$ cat config.mk
export PLATFORM = sky130hd
export DESIGN_NAME = medidor_rgb_flat
export DESIGN_NICKNAME = d
export VERILOG_FILES = /design/src/rtl/rgb_pkg.sv /design/src/rtl/medidor_rgb_if.sv /design/src/rtl/medidor_rgb_contador_fase.sv /design/src/rtl/medidor_rgb.sv /design/src/flat_wrapper.sv
export SDC_FILE = /design/constraint.sdc
export NUM_CORES = 1
export LEC_CHECK = 0
export ABC_AREA = 1
export CAP_MARGIN = 20
export CORE_MARGIN = 10
export CORE_UTILIZATION = 55
export DETAILED_ROUTE_END_ITERATION = 10
export DONT_BUFFER_PORTS = 1
export PLACE_DENSITY = 0.7
export SETUP_SLACK_MARGIN = 0.4
export SYNTH_ARGS = -nofsm -noshare
export SYNTH_HDL_FRONTEND = slang
export SYNTH_SLANG_ARGS = --single-unit
$ cat constraint.sdc
create_clock -name clk -period 2 [get_ports clk]
set_input_delay 0 -clock clk [delete_from_list [all_inputs] [get_ports clk]]
set_output_delay 0 -clock clk [all_outputs]
set_load 0.01 [all_outputs]
$ cat src/rtl/rgb_pkg.sv
// Shared constants for the RGB motor timer and its measuring counterpart:
// phase bit indices, one-hot enable codes and the measuring FSM encoding.
package rgb_pkg;

  localparam int R_IDX = 0;
  localparam int G_IDX = 1;
  localparam int B_IDX = 2;

  localparam logic [2:0] EN_OFF = 3'b000;
  localparam logic [2:0] EN_R   = 3'b001;
  localparam logic [2:0] EN_G   = 3'b010;
  localparam logic [2:0] EN_B   = 3'b100;

  typedef enum logic [2:0] {
    ST_IDLE,
    ST_MEAS_R,
    ST_MEAS_G,
    ST_MEAS_B,
    ST_GAP,
    ST_DONE
  } state_t;

  // Colour that must follow the given one inside a frame (none after B).
  function automatic logic [2:0] next_colour(input logic [2:0] en);
    case (en)
      EN_R:    return EN_G;
      EN_G:    return EN_B;
      default: return EN_OFF;
    endcase
  endfunction

  function automatic state_t meas_state(input logic [2:0] en);
    case (en)
      EN_R:    return ST_MEAS_R;
      EN_G:    return ST_MEAS_G;
      default: return ST_MEAS_B;
    endcase
  endfunction

endpackage

$ cat src/rtl/medidor_rgb_if.sv
// Motor-enable input, result/flag outputs and the valid/ack handshake of medidor_rgb.
interface medidor_rgb_if
  import rgb_pkg::*;
#(
  parameter int WIDTH = 5
);

  logic [B_IDX:0]   motor_en;
  logic             ack;
  logic [WIDTH-1:0] R_med;
  logic [WIDTH-1:0] G_med;
  logic [WIDTH-1:0] B_med;
  logic             valid;
  logic             err_seq;
  logic             err_ovf;
  logic             overrun;

  modport master (
    output motor_en, ack,
    input  R_med, G_med, B_med, valid, err_seq, err_ovf, overrun
  );

  modport slave (
    input  motor_en, ack,
    output R_med, G_med, B_med, valid, err_seq, err_ovf, overrun
  );

endinterface

$ cat src/rtl/medidor_rgb_contador_fase.sv
// Phase-length counter shared by all three colours: load to 1, saturating
// increment, and the clipped "length minus one" value with its overflow flag.
module contador_fase #(
  parameter int WIDTH = 5
) (
  input  logic             clk,
  input  logic             rst,
  input  logic             load_i,
  input  logic             inc_i,
  output logic [WIDTH-1:0] med_o,
  output logic             ovf_o
);

  localparam logic [WIDTH:0] CNT_MAX = '1;
  localparam logic [WIDTH:0] CNT_ONE = {{WIDTH{1'b0}}, 1'b1};

  logic [WIDTH:0] cnt_q;
  logic [WIDTH:0] cnt_d;
  logic [WIDTH:0] len_m1;

  always_comb begin
    cnt_d = cnt_q;
    if (load_i) begin
      cnt_d = CNT_ONE;
    end else if (inc_i && (cnt_q != CNT_MAX)) begin
      cnt_d = cnt_q + 1'b1;
    end
  end

  always_ff @(posedge clk) begin
    if (rst) begin
      cnt_q <= '0;
    end else begin
      cnt_q <= cnt_d;
    end
  end

  // A length of L cycles encodes L-1; the top bit of L-1 means it no longer fits.
  assign len_m1 = cnt_q - 1'b1;
  assign ovf_o  = len_m1[WIDTH];
  assign med_o  = ovf_o ? {WIDTH{1'b1}} : len_m1[WIDTH-1:0];

endmodule

$ cat src/rtl/medidor_rgb.sv
// Measures the R, G and B phase lengths of one motor dispense frame and returns
// the encoded values with valid/ack handshake plus sequence/overflow/overrun flags.
module medidor_rgb
  import rgb_pkg::*;
#(
  parameter int WIDTH   = 5,
  parameter int GAP_MAX = 15
) (
  input  logic         clk,
  input  logic         rst,
  medidor_rgb_if.slave bus
);

  localparam int GW = $clog2(GAP_MAX + 1);

  state_t           state_q, state_d;
  logic [GW-1:0]    gap_q, gap_d;
  logic [2:0]       exp_q, exp_d;
  logic [2:0]       en_prev_q;
  logic [WIDTH-1:0] r_med_q, r_med_d;
  logic [WIDTH-1:0] g_med_q, g_med_d;
  logic [WIDTH-1:0] b_med_q, b_med_d;
  logic             valid_q, valid_d;
  logic             err_seq_q, err_seq_d;
  logic             err_ovf_q, err_ovf_d;
  logic             overrun_q, overrun_d;
  logic             drop_q, drop_d;

  logic             cnt_load, cnt_inc, cnt_ovf;
  logic [WIDTH-1:0] cnt_med;
  logic [2:0]       en, own_en, nxt_en;
  logic             en_rise, start;

  assign en      = bus.motor_en;
  assign en_rise = (en == EN_R) && !en_prev_q[R_IDX];
  assign nxt_en  = next_colour(own_en);

  contador_fase #(.WIDTH(WIDTH)) u_contador (
    .clk    (clk),
    .rst    (rst),
    .load_i (cnt_load),
    .inc_i  (cnt_inc),
    .med_o  (cnt_med),
    .ovf_o  (cnt_ovf)
  );

  always_comb begin
    case (state_q)
      ST_MEAS_R: own_en = EN_R;
      ST_MEAS_G: own_en = EN_G;
      ST_MEAS_B: own_en = EN_B;
      default:   own_en = EN_OFF;
    endcase
  end

  always_comb begin
    state_d   = state_q;
    gap_d     = gap_q;
    exp_d     = exp_q;
    r_med_d   = r_med_q;
    g_med_d   = g_med_q;
    b_med_d   = b_med_q;
    valid_d   = valid_q;
    err_seq_d = err_seq_q;
    err_ovf_d = err_ovf_q;
    overrun_d = overrun_q;
    // A dropped frame stays blocked until the enables fall back to idle.
    drop_d    = drop_q && (en != EN_OFF);
    cnt_load  = 1'b0;
    cnt_inc   = 1'b0;
    start     = 1'b0;

    case (state_q)
      ST_IDLE: begin
        if ((en == EN_R) && !drop_q) begin
          start = 1'b1;
        end
      end

      ST_MEAS_R, ST_MEAS_G, ST_MEAS_B: begin
        if (en == own_en) begin
          cnt_inc = 1'b1;
        end else begin
          case (own_en)
            EN_R:    r_med_d = cnt_med;
            EN_G:    g_med_d = cnt_med;
            default: b_med_d = cnt_med;
          endcase
          err_ovf_d = err_ovf_q | cnt_ovf;
          if ((en == nxt_en) && (nxt_en != EN_OFF)) begin
            state_d  = meas_state(nxt_en);
            cnt_load = 1'b1;
          end else if (en == EN_OFF) begin
            if (state_q == ST_MEAS_B) begin
              state_d = ST_DONE;
            end else begin
              state_d = ST_GAP;
              gap_d   = GW'(1);
              exp_d   = nxt_en;
            end
          end else begin
            state_d   = ST_DONE;
            err_seq_d = 1'b1;
          end
        end
      end

      ST_GAP: begin
        if (en == exp_q) begin
          state_d  = meas_state(exp_q);
          cnt_load = 1'b1;
          gap_d    = '0;
        end else if (en == EN_OFF) begin
          if (gap_q >= GW'(GAP_MAX)) begin
            state_d   = ST_DONE;
            err_seq_d = 1'b1;
          end else begin
            gap_d = gap_q + 1'b1;
          end
        end else begin
          state_d   = ST_DONE;
          err_seq_d = 1'b1;
        end
      end

      ST_DONE: begin
        if (valid_q && bus.ack) begin
          valid_d   = 1'b0;
          err_seq_d = 1'b0;
          err_ovf_d = 1'b0;
          overrun_d = 1'b0;
          state_d   = ST_IDLE;
          if ((en == EN_R) && !drop_q) begin
            start = 1'b1;
          end
        end else begin
          valid_d = 1'b1;
          if (valid_q && en_rise) begin
            overrun_d = 1'b1;
            drop_d    = 1'b1;
          end
        end
      end

      default: state_d = ST_IDLE;
    endcase

    if (start) begin
      state_d  = ST_MEAS_R;
      cnt_load = 1'b1;
      r_med_d  = '0;
      g_med_d  = '0;
      b_med_d  = '0;
    end
  end

  always_ff @(posedge clk) begin
    if (rst) begin
      state_q   <= ST_IDLE;
      gap_q     <= '0;
      exp_q     <= EN_OFF;
      en_prev_q <= EN_OFF;
      r_med_q   <= '0;
      g_med_q   <= '0;
      b_med_q   <= '0;
      valid_q   <= 1'b0;
      err_seq_q <= 1'b0;
      err_ovf_q <= 1'b0;
      overrun_q <= 1'b0;
      drop_q    <= 1'b0;
    end else begin
      state_q   <= state_d;
      gap_q     <= gap_d;
      exp_q     <= exp_d;
      en_prev_q <= en;
      r_med_q   <= r_med_d;
      g_med_q   <= g_med_d;
      b_med_q   <= b_med_d;
      valid_q   <= valid_d;
      err_seq_q <= err_seq_d;
      err_ovf_q <= err_ovf_d;
      overrun_q <= overrun_d;
      drop_q    <= drop_d;
    end
  end

  assign bus.R_med   = r_med_q;
  assign bus.G_med   = g_med_q;
  assign bus.B_med   = b_med_q;
  assign bus.valid   = valid_q;
  assign bus.err_seq = err_seq_q;
  assign bus.err_ovf = err_ovf_q;
  assign bus.overrun = overrun_q;

endmodule

$ cat src/flat_wrapper.sv
// flat-port wrapper written by rule: the top's interface ports become plain ports
module medidor_rgb_flat import rgb_pkg::*;
#(
  parameter int WIDTH   = 5,
  parameter int GAP_MAX = 15
)
  (clk, rst, bus_motor_en, bus_ack, bus_R_med, bus_G_med, bus_B_med, bus_valid, bus_err_seq, bus_err_ovf, bus_overrun);
  medidor_rgb_if #(.WIDTH(WIDTH)) bus_i ();
  input  logic clk;
  input  logic rst;
  input wire logic [$bits(bus_i.motor_en)-1:0] bus_motor_en;
  input wire logic [$bits(bus_i.ack)-1:0] bus_ack;
  output wire logic [$bits(bus_i.R_med)-1:0] bus_R_med;
  output wire logic [$bits(bus_i.G_med)-1:0] bus_G_med;
  output wire logic [$bits(bus_i.B_med)-1:0] bus_B_med;
  output wire logic [$bits(bus_i.valid)-1:0] bus_valid;
  output wire logic [$bits(bus_i.err_seq)-1:0] bus_err_seq;
  output wire logic [$bits(bus_i.err_ovf)-1:0] bus_err_ovf;
  output wire logic [$bits(bus_i.overrun)-1:0] bus_overrun;
  assign bus_i.motor_en = bus_motor_en;
  assign bus_i.ack = bus_ack;
  assign bus_R_med = bus_i.R_med;
  assign bus_G_med = bus_i.G_med;
  assign bus_B_med = bus_i.B_med;
  assign bus_valid = bus_i.valid;
  assign bus_err_seq = bus_i.err_seq;
  assign bus_err_ovf = bus_i.err_ovf;
  assign bus_overrun = bus_i.overrun;
  medidor_rgb #(.WIDTH(WIDTH), .GAP_MAX(GAP_MAX)) u_core (.clk(clk), .rst(rst), .bus(bus_i));
endmodule
After elaboration in Yosys (flattened, before gate mapping)
Index checks and enable logic that the tools add are counted.

Output and inout port bits: 19. Logic and storage cells: 139. Input bits: 6. Register bits after elaboration: 37.

Reduce and logical (&&, ||, !) cells: 32. Bitwise gates (word level): 6. Equal/unequal tests: 31. Mux-type cells: 51. Magnitude comparators: 1. Add/sub/neg operators: 3.

Operators by type and width (number): $mux W4 (7); $mux W1 (27); $mux W3 (6); $eq A3 B1 Y1 const B (5); $eq A3 B2 Y1 const B (5); $reduce_and A7 Y1 (2); $pmux W3 S4 (1); $reduce_and A3 Y1 (4); $ne A2 B2 Y1 const B (5); $eq A3 B3 Y1 (3); $pmux W3 S3 (1); $reduce_bool A3 Y1 (3); $pmux W2 S2 (2); $pmux W4 S2 (1); $reduce_and A4 Y1 (2); $reduce_bool A2 Y1 (4); $logic_and A1 B1 Y1 (7); $add A6 B1 Y6 const B (1); $eq A3 B3 Y1 const B (2); $logic_not A3 Y1 (2); $ne A2 B1 Y1 const B (3); $ne A3 B1 Y1 const B (2); $ne A3 B2 Y1 const B (2); $ne A6 B6 Y1 const B (1); other kinds (17) (26).

Longest topological paths before layout
Depth after elaboration: 11. Gate-level depth with buffers: 12. Mapped depth without buffers: 12.

Cells and area by module
A second synthesis with hierarchy kept.

Cells, all modules: 308. Area, all modules: 2068.2 um^2.

By module, submodules not included: medidor_rgb (seq. area each 600.6 um^2, cells an instance 233, area each 1571.5 um^2, instances 1); contador_fase (seq. area each 120.1 um^2, cells an instance 75, area each 496.7 um^2, instances 1).

Worst setup path after synthesis
No wires, ideal clock.

Path kind: register to register. Start point: register u_core.u_contador.cnt_q[0]. End point: register u_core.u_contador.cnt_q[0]. Setup time: 128 ps. Cell stages (with the launch flop): 8. Clock period less this slack: 1408 ps. Arrival time: 1280 ps. Data required time: 1872 ps. Setup slack: 592 ps. Path buffers: 0. Cells stage by stage: dfxtp_1 -> ha_1 -> nand3_1 -> nand3b_1 -> nand4_1 -> nand2_1 -> nand2_1 -> a21oi_1.

Cells in the longest elaborated chain, start to end: 3.

Ends and longest elaborated chain: start, declared (line medidor_rgb_contador_fase.sv:17) `logic [WIDTH:0] cnt_q;`; start signal, assigned (line medidor_rgb_contador_fase.sv:34) `cnt_q <= cnt_d;`; $add A6 B1 Y6 / $ne A6 B6 Y1 (equally long branches) (line medidor_rgb_contador_fase.sv:26, medidor_rgb_contador_fase.sv:25); $mux W1 / $logic_and A1 B1 Y1 (equally long branches) (line medidor_rgb_contador_fase.sv:25) `end else if (inc_i && (cnt_q != CNT_MAX)) begin`; $mux W1 / $reduce_bool A2 Y1 (equally long branches).

Several ways; a longest one is shown, not always the timed one. The select of a mux whose other input is x is not followed. A chain may end at the register's enable or synchronous reset.

Worst setup path in the final report
Start point: register u_core.state_q[2]. End point: register u_core.exp_q[2].

Cells in the longest elaborated chain, start to end: 8.

Ends and longest elaborated chain: start, declared (line medidor_rgb.sv:16) `state_t state_q, state_d;`; start signal, assigned (line medidor_rgb.sv:172) `state_q <= state_d;`; $eq A3 B2 Y1, or another cell as far along (line medidor_rgb.sv:48, medidor_rgb.sv:73, medidor_rgb.sv:94); $pmux W3 S3 (line medidor_rgb.sv:48) `case (state_q)`; $eq A3 B2 Y1 / $eq A3 B1 Y1 (equally long branches) (line rgb_pkg.sv:25) `case (en)`; $pmux W3 S2 (line rgb_pkg.sv:25); $eq A3 B3 Y1 / $reduce_bool A3 Y1 (equally long branches) (line medidor_rgb.sv:90) `if ((en == nxt_en) && (nxt_en != EN_OFF)) begin`; $logic_and A1 B1 Y1 (line medidor_rgb.sv:90); $not A1 Y1 (no line); $reduce_and A5 Y1 (no line); end signal, assigned (line medidor_rgb.sv:174) `exp_q <= exp_d;`; end, declared (line medidor_rgb.sv:18) `logic [2:0] exp_q, exp_d;`.

Several ways; a longest one is shown, not always the timed one.

==> flow_summary_export.csv <==
group,metric,value,unit
placed_design,dpl_cell_area,1940,µm²
drt,via_per_inst,5.27,
sta,maxSlewViolCount,0,
global_routing,grt_use_total,15.0,%
global_routing,grt_pass1_wl,7820,µm
sta,timing.final.crit_share,76.8,%
finish,syn_to_final_growth,18.2,%
finish,post-route-util,67.0,%
logic_synthesis,syn_area,1890,µm²
pwr,power.leakage,0.984,nW
die,die_area,6190,µm²
logic_synthesis,synthAdderAreaFrac,1.98,%
global_routing,grt_pass1_vias,1686,
logic_synthesis,yosys.area_share.simple,37.0,%
setup_path,path_cells,"inv_6, nand3_2, nand2_1, nand2_1, nor2_4, nand2_4, buf_4, nand3_1, nand2_1, a21oi_1",
sta,setup_violations,0,
drt,wire_per_inst,12.9,µm
die,core_area,3340,µm²
logic_synthesis,synth_nets,304,
logic_synthesis,async_reset_ff_share,0,%
placed_design,hpwl,3370,µm
logic_synthesis,synthXorXnorAreaFrac,3.24,%
logic_synthesis,synth_top_area_share,38.1,%
cts,root_buffer,"clkbuf_4",
pwr,power.switching,0.00103,W
global_routing,overflow,0,
drt,dr.pass1.iters,4,
logic_synthesis,synth_top_family_by_area,"simple AND/OR/NAND/NOR gates",
cts,cts_max_path_buffers,2,
placed_design,io_buffers,0,
logic_synthesis,yosysSeqAreaShare,38.1,%
logic_synthesis,synth_compound_area_share,11.8,%
finish,drive_gt1_share,17.0,%
drt,routed_wl,4610,µm
cts,cts.htree.levels,2,
cts,clock_insertion_delay_worst_skew,0.36,ns
logic_synthesis,ys.flop_type,"dfxtp_1",
logic_synthesis,yosysUniqueCellTypes,20,
logic_synthesis,synth_area_per_cell,6.41,µm²
pwr,swShare,44.2,%
finish,final_common_cell,"nand2_1",
finish,fin_area,2240,µm²
setup_path,start_kind,"register",
sta,min_period,1.54,ns
cts,cts.reportedPaths.clkPinSlew,0.13,ns
drt,vias,1885,
cts,numCtsBuffers,5,
sta,fin_setup_tns,0,ns
logic_synthesis,synth_edf_count,0,
finish,mostFrequentLayoutCells,"nand2_1 (72), nor2_1 (35), dfxtp_1 (32), nand3_1 (28), inv_1 (26)",
sta,timing.clock.skew,0.0210,ns
min_path,min_path_type,"in2reg",
pwr,intPower,0.00130,W
status,outcome,"complete, no violations",
pwr,comb_power_share,40.4,%
sta,rsz0062_at_grt,"true",
setup_path,crit_required,2.28,ns
logic_synthesis,synth.largest_area_cell,"dfxtp_1",
run,drv_cap,0,
cts,clock_sinks,36,
drt,drtIter0Drc,197,
pwr,vdd_ir_drop_max,0.640,mV
finish,final_nets,320,
logic_synthesis,synth_top_cells_by_area,"dfxtp_1 (38%), nand2_1 (15%), nand3_1 (8.5%)",
sta,tightestPinTransition,0.327,ns
pwr,cellPowerDensity,1040,nW/µm²
pwr,clkPwrFrac,16.8,%
logic_synthesis,syn_inst,295,
finish,diodes,0,
drt,ant_nets,0,
drt,drc,0,
setup_path,cp-end-kind,"register",
die,die_w,78.7,µm
die,die_h,78.7,µm
placed_design,place.gp.congestion,0.948,
setup_path,cp_common_cell,"nand2_1",
sta,finalHoldViolCount,0,
logic_synthesis,synthMuxAreaShare,0,%
pwr,power_frac_seq,42.9,%
cts,cts_tree,"yes",
die,io_pins,25,
setup_path,cp_max_fo,6,
sta,fmax,651,MHz
setup_path,cpPeakStageDelay,0.40,ns
sta,max_slew_margin,78.0,%
setup_path,worstSetupPathType,"reg2reg",
setup_path,cp_slowest_cell,"dfxtp_4",
global_routing,antenna_found_initial,0,
logic_synthesis,ys_ff_latch,36,
logic_synthesis,yosys_warnings,0,
setup_path,arrival,1.82,ns
global_routing,grt_max_degree,13,
die,initial_core_util,56.7,%
die,fp-row-count,21,
-- power by group through the flow --
stage | Clock (W) | Sequential [W] | Combinational, W
2_1_floorplan | 0 | 0.000946 | 0.000610
3_3_place_gp | 0 | 0.000974 | 0.000745
3_5_place_dp | 0 | 0.000978 | 0.000752
4_1_cts | 0.000398 | 0.000973 | 0.000786
5_1_grt | 0.000429 | 0.00102 | 0.00107
6_report | 0.000391 | 0.00100 | 0.000942
-- cells in the mapped netlist (2+ instances only) --
| cell type | n |
|---|---|
| nand2_1 | 76 |
| nor2_1 | 42 |
| dfxtp_1 | 36 |
| inv_1 | 34 |
| nand3_1 | 32 |
| a21oi_1 | 26 |
| o21ai_0 | 17 |
| xor2_1 | 6 |
| nand2_2 | 5 |
| nor3_1 | 4 |
| ha_1 | 3 |
| nand4_1 | 3 |
| buf_2 | 2 |
| inv_2 | 2 |
| nor2_2 | 2 |
-- per-layer routing --
metal / part of all wire (%) / GRT usage, % / routed length [µm] / vias up
li1: - / - / - / 982
met1: 49 / 20.7 / 2250 / 850
met2: 42 / 21.4 / 1960 / 44
met3: 7.4 / 5.58 / 341 / 9
met4: 1.4 / 3.76 / 64 / 0
met5: 0 / 0 / 0 / -
-- registers in the layout, indices dropped and copies added (netlist names), 2 cells and up --
| register | cells |
|---|---|
| u_core.gap_q | 4 |
| u_core.exp_q | 2 |
| u_core.bus.G_med | 5 |
| u_core.u_contador.cnt_q | 6 |
| u_core.bus.B_med | 5 |
| u_core.state_q | 3 |
| u_core.bus.R_med | 5 |
-- logic make-up after synthesis --
family                     after synthesis
and+or+nand+nor                        166
AOI/OAI and AO/OA                       44
buffers and inverters                   39
DFF                                     36
xor gates and xnor gates                 7
adders and majority gates                3
-- worst max-delay path: cells and delay by family (launching register included) --
kind            cells  cell delay (ns)
compound gates      1             0.10
flops               1             0.40
buf+inv             2             0.25
simple gates        7             0.70
-- area by class of cell --
type | count | area (µm²)
inverters | 36 | 146
multi-input cells | 220 | 1130
repair buffers | 12 | 109
flip-flops and latches | 36 | 733
clock buffers | 5 | 37.5
well taps | 46 | 57.6
clock inverters | 3 | 18.8
fillers | 327 | 1100
-- stage by stage --
stage	setup slack, ns	total power, W	cells	hold slack (ns)
6_report	0.464	0.00233	358	0.0940
5_1_grt	0.374	0.00252	358	0.141
4_1_cts	0.401	0.00216	352	-0.292
3_5_place_dp	0.297	0.00173	339	0.0733
3_3_place_gp	0.300	0.00172	339	0.0720
2_1_floorplan	0.592	0.00156	295	0.147
-- timing repair --
action | in CTS | in global routing
hold endpoints to repair | 24 | 15
hold buffers | 4 | 2
buffers inserted | 1 | 4
setup endpoints to repair | 26 | 29
pin swaps | 1 | 3
gates resized for setup | 10 | 41
-- path summary, 6_finish.rpt --
kind                                                     start                      endpoint  slack, ns  cells past startpoint
worst max-delay path            u_core.state_q[2]$_SDFFE_PP0P_  u_core.exp_q[2]$_SDFFE_PP0P_       0.46                     10
worst min-delay path                           bus_motor_en[2]      u_core.drop_q$_SDFF_PP0_       0.09                      4
worst max register to register  u_core.state_q[2]$_SDFFE_PP0P_  u_core.exp_q[2]$_SDFFE_PP0P_       0.46                     10
worst min register to register        u_core.drop_q$_SDFF_PP0_      u_core.drop_q$_SDFF_PP0_       0.47                      2
No activity file was read; power rests on OpenSTA's default activity.
